## config.mk

```make
export PLATFORM = sky130hd
export DESIGN_NAME = sar_ugt_search
export DESIGN_NICKNAME = d
export VERILOG_FILES = /design/src/rtl/sar_pkg.sv /design/src/rtl/sar_ugt_search_step.sv /design/src/rtl/sar_ugt_search.sv
export SDC_FILE = /design/constraint.sdc
export NUM_CORES = 1
export LEC_CHECK = 0
export BUFFER_PORTS_ARGS = -buffer_cell sky130_fd_sc_hd__buf_2
export CAP_MARGIN = 10
export CORE_MARGIN = 1.5
export CORE_UTILIZATION = 35
export CTS_BUF_LIST = sky130_fd_sc_hd__clkbuf_4 sky130_fd_sc_hd__clkbuf_8
export DETAILED_ROUTE_END_ITERATION = 8
export GPL_ROUTABILITY_DRIVEN = 0
export SYNTH_ARGS = -nofsm -noshare
export SYNTH_HDL_FRONTEND = slang
export SYNTH_SLANG_ARGS = --single-unit
```

## constraint.sdc

```tcl
create_clock -name clk -period 1.9 [get_ports clk]
set_input_delay 0.095 -clock clk [delete_from_list [all_inputs] [get_ports clk]]
set_output_delay 0.095 -clock clk [all_outputs]
set_load 0.01 [all_outputs]
```

## src/rtl/sar_pkg.sv

```systemverilog
// Shared definitions for the successive-approximation search block:
// state encoding, default word width and the index-width helper.
package sar_pkg;

    localparam int SAR_WIDTH = 8;

    typedef enum logic [1:0] {
        ST_IDLE   = 2'd0,
        ST_STEP   = 2'd1,
        ST_SETTLE = 2'd2
    } sar_state_e;

    // Number of bits needed to hold an index in the range 0..value-1.
    function automatic int clog2(input int value);
        int bits;
        bits = 0;
        while ((1 << bits) < value) begin
            bits++;
        end
        return (bits < 1) ? 1 : bits;
    endfunction

endpackage

```

## src/rtl/sar_ugt_search_step.sv

```systemverilog
// Combinational next-trial logic for one approximation step.
// kept       : trial with the bit under test cleared when the comparator says
//              the trial overshoots (trial > target), otherwise unchanged.
// next_trial : kept with the next-lower bit set, ready for the following step.
module sar_step
    import sar_pkg::*;
#(
    parameter int WIDTH = SAR_WIDTH
) (
    input  logic [WIDTH-1:0] trial,
    input  logic [WIDTH-1:0] mask,
    input  logic             gt,
    output logic [WIDTH-1:0] kept,
    output logic [WIDTH-1:0] next_trial
);

    // Decide the bit under test and seed the next one.
    always_comb begin
        kept       = gt ? (trial & ~mask) : trial;
        next_trial = kept | (mask >> 1);
    end

endmodule

```

## src/rtl/sar_ugt_search.sv

```systemverilog
// Successive-approximation controller driving an external unsigned
// greater-than comparator (gt = trial > target). Resolves one bit per step,
// MSB first, and reports the recovered value on result with a one-cycle done.
// Build option: define SAR_SETTLE_EN to insert one SETTLE cycle after every
// trial update, so a registered or slow comparator can be used.
module sar_ugt_search
    import sar_pkg::*;
#(
    parameter int WIDTH = SAR_WIDTH
) (
    input  logic             clk,
    input  logic             reset,
    input  logic             start,
    input  logic             gt,
    output logic [WIDTH-1:0] trial,
    output logic             busy,
    output logic             done,
    output logic [WIDTH-1:0] result
);

    localparam int             IDX_W   = clog2(WIDTH);
    localparam logic [IDX_W-1:0] IDX_TOP = IDX_W'(WIDTH - 1);
    localparam logic [WIDTH-1:0] MSB    = {1'b1, {(WIDTH-1){1'b0}}};

    sar_state_e       state, state_n;
    logic [IDX_W-1:0] idx, idx_n;
    logic [WIDTH-1:0] trial_n, result_n;
    logic             done_n;

    logic [WIDTH-1:0] mask;
    logic [WIDTH-1:0] kept;
    logic [WIDTH-1:0] next_trial;

    // Bit currently under test.
    assign mask = {{(WIDTH-1){1'b0}}, 1'b1} << idx;

    sar_step #(.WIDTH(WIDTH)) u_step (
        .trial      (trial),
        .mask       (mask),
        .gt         (gt),
        .kept       (kept),
        .next_trial (next_trial)
    );

    // Next-state and next-register values for the conversion FSM.
    always_comb begin
        // NOTE: every output of this block is given a default first, so no
        // path leaves a value unassigned and no latch is inferred.
        state_n  = state;
        idx_n    = idx;
        trial_n  = trial;
        result_n = result;
        done_n   = 1'b0;
        case (state)
            ST_IDLE: begin
                if (start) begin
                    trial_n = MSB;
                    idx_n   = IDX_TOP;
`ifdef SAR_SETTLE_EN
                    state_n = ST_SETTLE;
`else
                    state_n = ST_STEP;
`endif
                end
            end
            ST_STEP: begin
                if (idx == '0) begin
                    result_n = kept;
                    trial_n  = '0;
                    idx_n    = IDX_TOP;
                    done_n   = 1'b1;
                    state_n  = ST_IDLE;
                end else begin
                    trial_n = next_trial;
                    idx_n   = idx - 1'b1;
`ifdef SAR_SETTLE_EN
                    state_n = ST_SETTLE;
`else
                    state_n = ST_STEP;
`endif
                end
            end
`ifdef SAR_SETTLE_EN
            ST_SETTLE: begin
                // Comparator answer is still settling; gt is not looked at.
                state_n = ST_STEP;
            end
`endif
            default: begin
                state_n = ST_IDLE;
            end
        endcase
    end

    // State and datapath registers; reset clears everything at once.
    always_ff @(posedge clk or posedge reset) begin
        if (reset) begin
            state  <= ST_IDLE;
            idx    <= IDX_TOP;
            trial  <= '0;
            result <= '0;
            done   <= 1'b0;
        end else begin
            // NOTE: sequential state uses non-blocking assignments so every
            // register samples its input from the same pre-edge values.
            state  <= state_n;
            idx    <= idx_n;
            trial  <= trial_n;
            result <= result_n;
            done   <= done_n;
        end
    end

    // Busy for the whole conversion, including any settle cycles.
    assign busy = (state != ST_IDLE);

endmodule

```

==> results.tsv <==
stage	metric	value	unit
synthesis	Primary FF master, synth	dfrtp_1	
sta	post-route clock period utilization	86.2	%
synthesis	yosys warns	0	
detailed_routing	post-route ant nets	0	
sta	Hold Fails Final Rpt	0	
worst_setup_path	slowest CP cell	dfstp_2	
power_and_ir_drop	Power Density	1710	nW/um^2
floorplan	Die Span X	56.7	microns
synthesis	cell taking the most area after synthesis	dfrtp_1	
synthesis	Syn Nets	103	
synthesis	number of synthesized flops with an enable pin	0	
sta	Tmin final	1.64	ns
sta	setup violators final	0	
synthesis	FF+latch count, synth	21	
detailed_routing	WL final	2.07	mm
floorplan	row count	19	
detailed_routing	DRT Pass-1 Iters	4	
clocking	number of buffers created by CTS	3	
floorplan	core area	2730	sq um
synthesis	register area share after synthesis	52.5	%
clocking	Worst-path clk slew	0.12	ns
cells_and_area	commonest cells after routing, fill and taps aside	21 x buf_2, 18 x dfrtp_1, 15 x nand2_1, 7 x o21ai_0	
worst_setup_path	cells along the critical path	inv_1 > ha_1 > nand2b_1 > nand2_1 > o21ai_0	
sta	Worst-Margin Slew	0.795	ns
synthesis	largest cells by area after synthesis	dfrtp_1 45%, dfstp_2 7.8%, ha_1 6.2%	
flow_run	# Max-Cap Violations	0	
power_and_ir_drop	Pwr Total	1.97	mW
worst_setup_path	largest fanout on the critical path	6	
outcome	status	finished clean	
place	Place WS	0.290	ns
worst_setup_path	slowest stage delay, CP	0.58	ns
clocking	H-tree depth	1	
floorplan	starting density of the core	36.9	%
sta	Clock Skews	0.00204	ns
clocking	CTS root buf	clkbuf_4	
synthesis	mean cell area of the mapped netlist	10.7	sq um
worst_setup_path	WS Path Type	reg -> reg	
detailed_routing	Residual DRC	0	
power_and_ir_drop	Worst VDD drop	0.000860	V
grt	largest net degree at the start of global routing	22	
sta	setup TNS	0	ns
hold_path	Worst Hold Class	in -> reg	
floorplan	DIE AREA	3210	sq um
clocking	Worst-Skew Late Latency	0.31	ns
cells_and_area	n_diodes	0	
worst_setup_path	CP arrival	1.87	ns
sta	Final Worst Setup Slack	0.262	ns
cells_and_area	final core occ	42.2	%
place	Port Buf Inserts	21	
synthesis	number of distinct library cells after synthesis	26	
power_and_ir_drop	leak pwr	0.573	nW
sta	hold_ws	0.127	ns
synthesis	Post-Syn Area	1010	sq um
worst_setup_path	type of origin of the critical path	flop	
hold_path	WHS Path Cells	3	
cells_and_area	layout cells sized above 1	29.3	%
sta	max_slew headroom	47.0	%
synthesis	share of the synthesized area in the top cell type	44.7	%
worst_setup_path	Critical Path End Type	flop	
grt	vias in the first global route	724	
sta	max frequency	0.611	GHz
grt	GRT Overall Usage	14.4	%
synthesis	async set-or-reset flop fraction in the synthesized netlist	100	%
clocking	CTS sink cnt	21	
cells_and_area	Synth-to-Final Area Change	14.5	%
place	post-DP HPWL	1.51	mm
detailed_routing	Vias	788	
grt	total congestion overflow	0	
synthesis	Syn Inst Count	94	
floorplan	io pins	22	
clocking	CTS tree	built	
worst_setup_path	Worst EP required	2.14	ns
clocking	CTS max path bufs	2	
grt	initial antenna violation count	0	
detailed_routing	Initial DRC Count	39	
grt	global-route wire length before repair	3.51	mm
cells_and_area	fin nets	126	
detailed_routing	vias per cell	5.36	
sta	max-slew violations	0	
worst_setup_path	R2R depth	5	
detailed_routing	routed length per instance	14.1	microns
cells_and_area	commonest non-fill, non-tap cell in the layout	buf_2	
sta	RSZ-0062 raised after global routing	no	
floorplan	chip height	56.7	microns
==> timing repair <==
item,in CTS,in global routing
resized for setup,0,0
endpoints found under the hold margin,18,0
hold buffers,1,0
setup buffers,0,0
==> critical path, delay by kind of cell (launching register included) <==
| kind | cells | cell delay [ns] |
|---|---|---|
| fa+ha+maj | 1 | 0.29 |
| compound gates | 1 | 0.21 |
| simple gates | 2 | 0.40 |
| buf+inv | 1 | 0.08 |
| flops | 1 | 0.58 |
==> layout make-up <==
class,instances,area (sq um)
repair buffers,22,115
multi-input cells,64,425
well taps,31,38.8
clock inverters,1,5.00
flip-flops and latches,21,529
clock buffers,3,22.5
inverters,5,18.8
fillers,276,1580
==> routing by layer <==
layer / vias to the layer above / global-route usage [%] / part of all wire, %
met3: 4 / 4.38 / 5.5
met4: 0 / 6.46 / 1.9
met2: 29 / 21.6 / 48
li1: 377 / - / -
met5: - / 0 / 0
met1: 378 / 19.1 / 44
==> metrics by stage <==
| step | instances | area (sq um) |
|---|---|---|
| after floorplan | 94 | 1010 |
| after global placement | 142 | 1120 |
| after detailed placement | 142 | 1120 |
| after CTS | 147 | 1150 |
| after global routing | 147 | 1150 |
| final | 147 | 1150 |
==> synth_stat cells, drive strengths merged, types with 2 or more instances <==
cell type	number
mux2	3
nand4	3
dfstp	3
a22oi	2
dfrtp	18
buf	4
inv	5
nand3b	4
o21ai	7
nand2	15
nand3	4
nand2b	2
ha	5
nor2	3
a31oi	2
a21oi	4
a32oi	4
==> logic make-up after synthesis <==
logic type / after synthesis / synth area share [%]
AND/OR/NAND/NOR: 35 / 19.4
AO/OA/AOI/OAI: 21 / 13.3
flip-flops: 21 / 52.5
buffers and inverters: 9 / 5.33
adder cells (fa/ha/maj): 5 / 6.20
multiplexers: 3 / 3.35
==> where the power goes <==
part / switching (mW) / leakage, nW / total (mW) / internal, mW
clock network: 0.140 / 0.0177 / 0.219 / 0.0788
logic: 0.468 / 0.305 / 0.860 / 0.393
registers: 0.212 / 0.250 / 0.894 / 0.682
==> registers in the layout (all words and copies together), names as in the netlist <==
name / cells
result: 8
trial: 8
idx: 3
done: 1
state: 1
==> worst paths after layout <==
path	start	end	slack, ns
worst max-delay path	idx[0]$_DFFE_PP1P_	trial[2]$_DFFE_PP0P_	0.26
max in group asynchronous	reset	result[1]$_DFFE_PP0P_	0.95
worst max register to register	idx[0]$_DFFE_PP1P_	trial[2]$_DFFE_PP0P_	0.26
worst min register to register	result[1]$_DFFE_PP0P_	result[1]$_DFFE_PP0P_	0.49
min in group asynchronous	reset	state[0]$_DFFE_PP0P_	0.46
worst min-delay path	start	trial[7]$_DFFE_PP0P_	0.13
(Power assumes the default switching activity.)
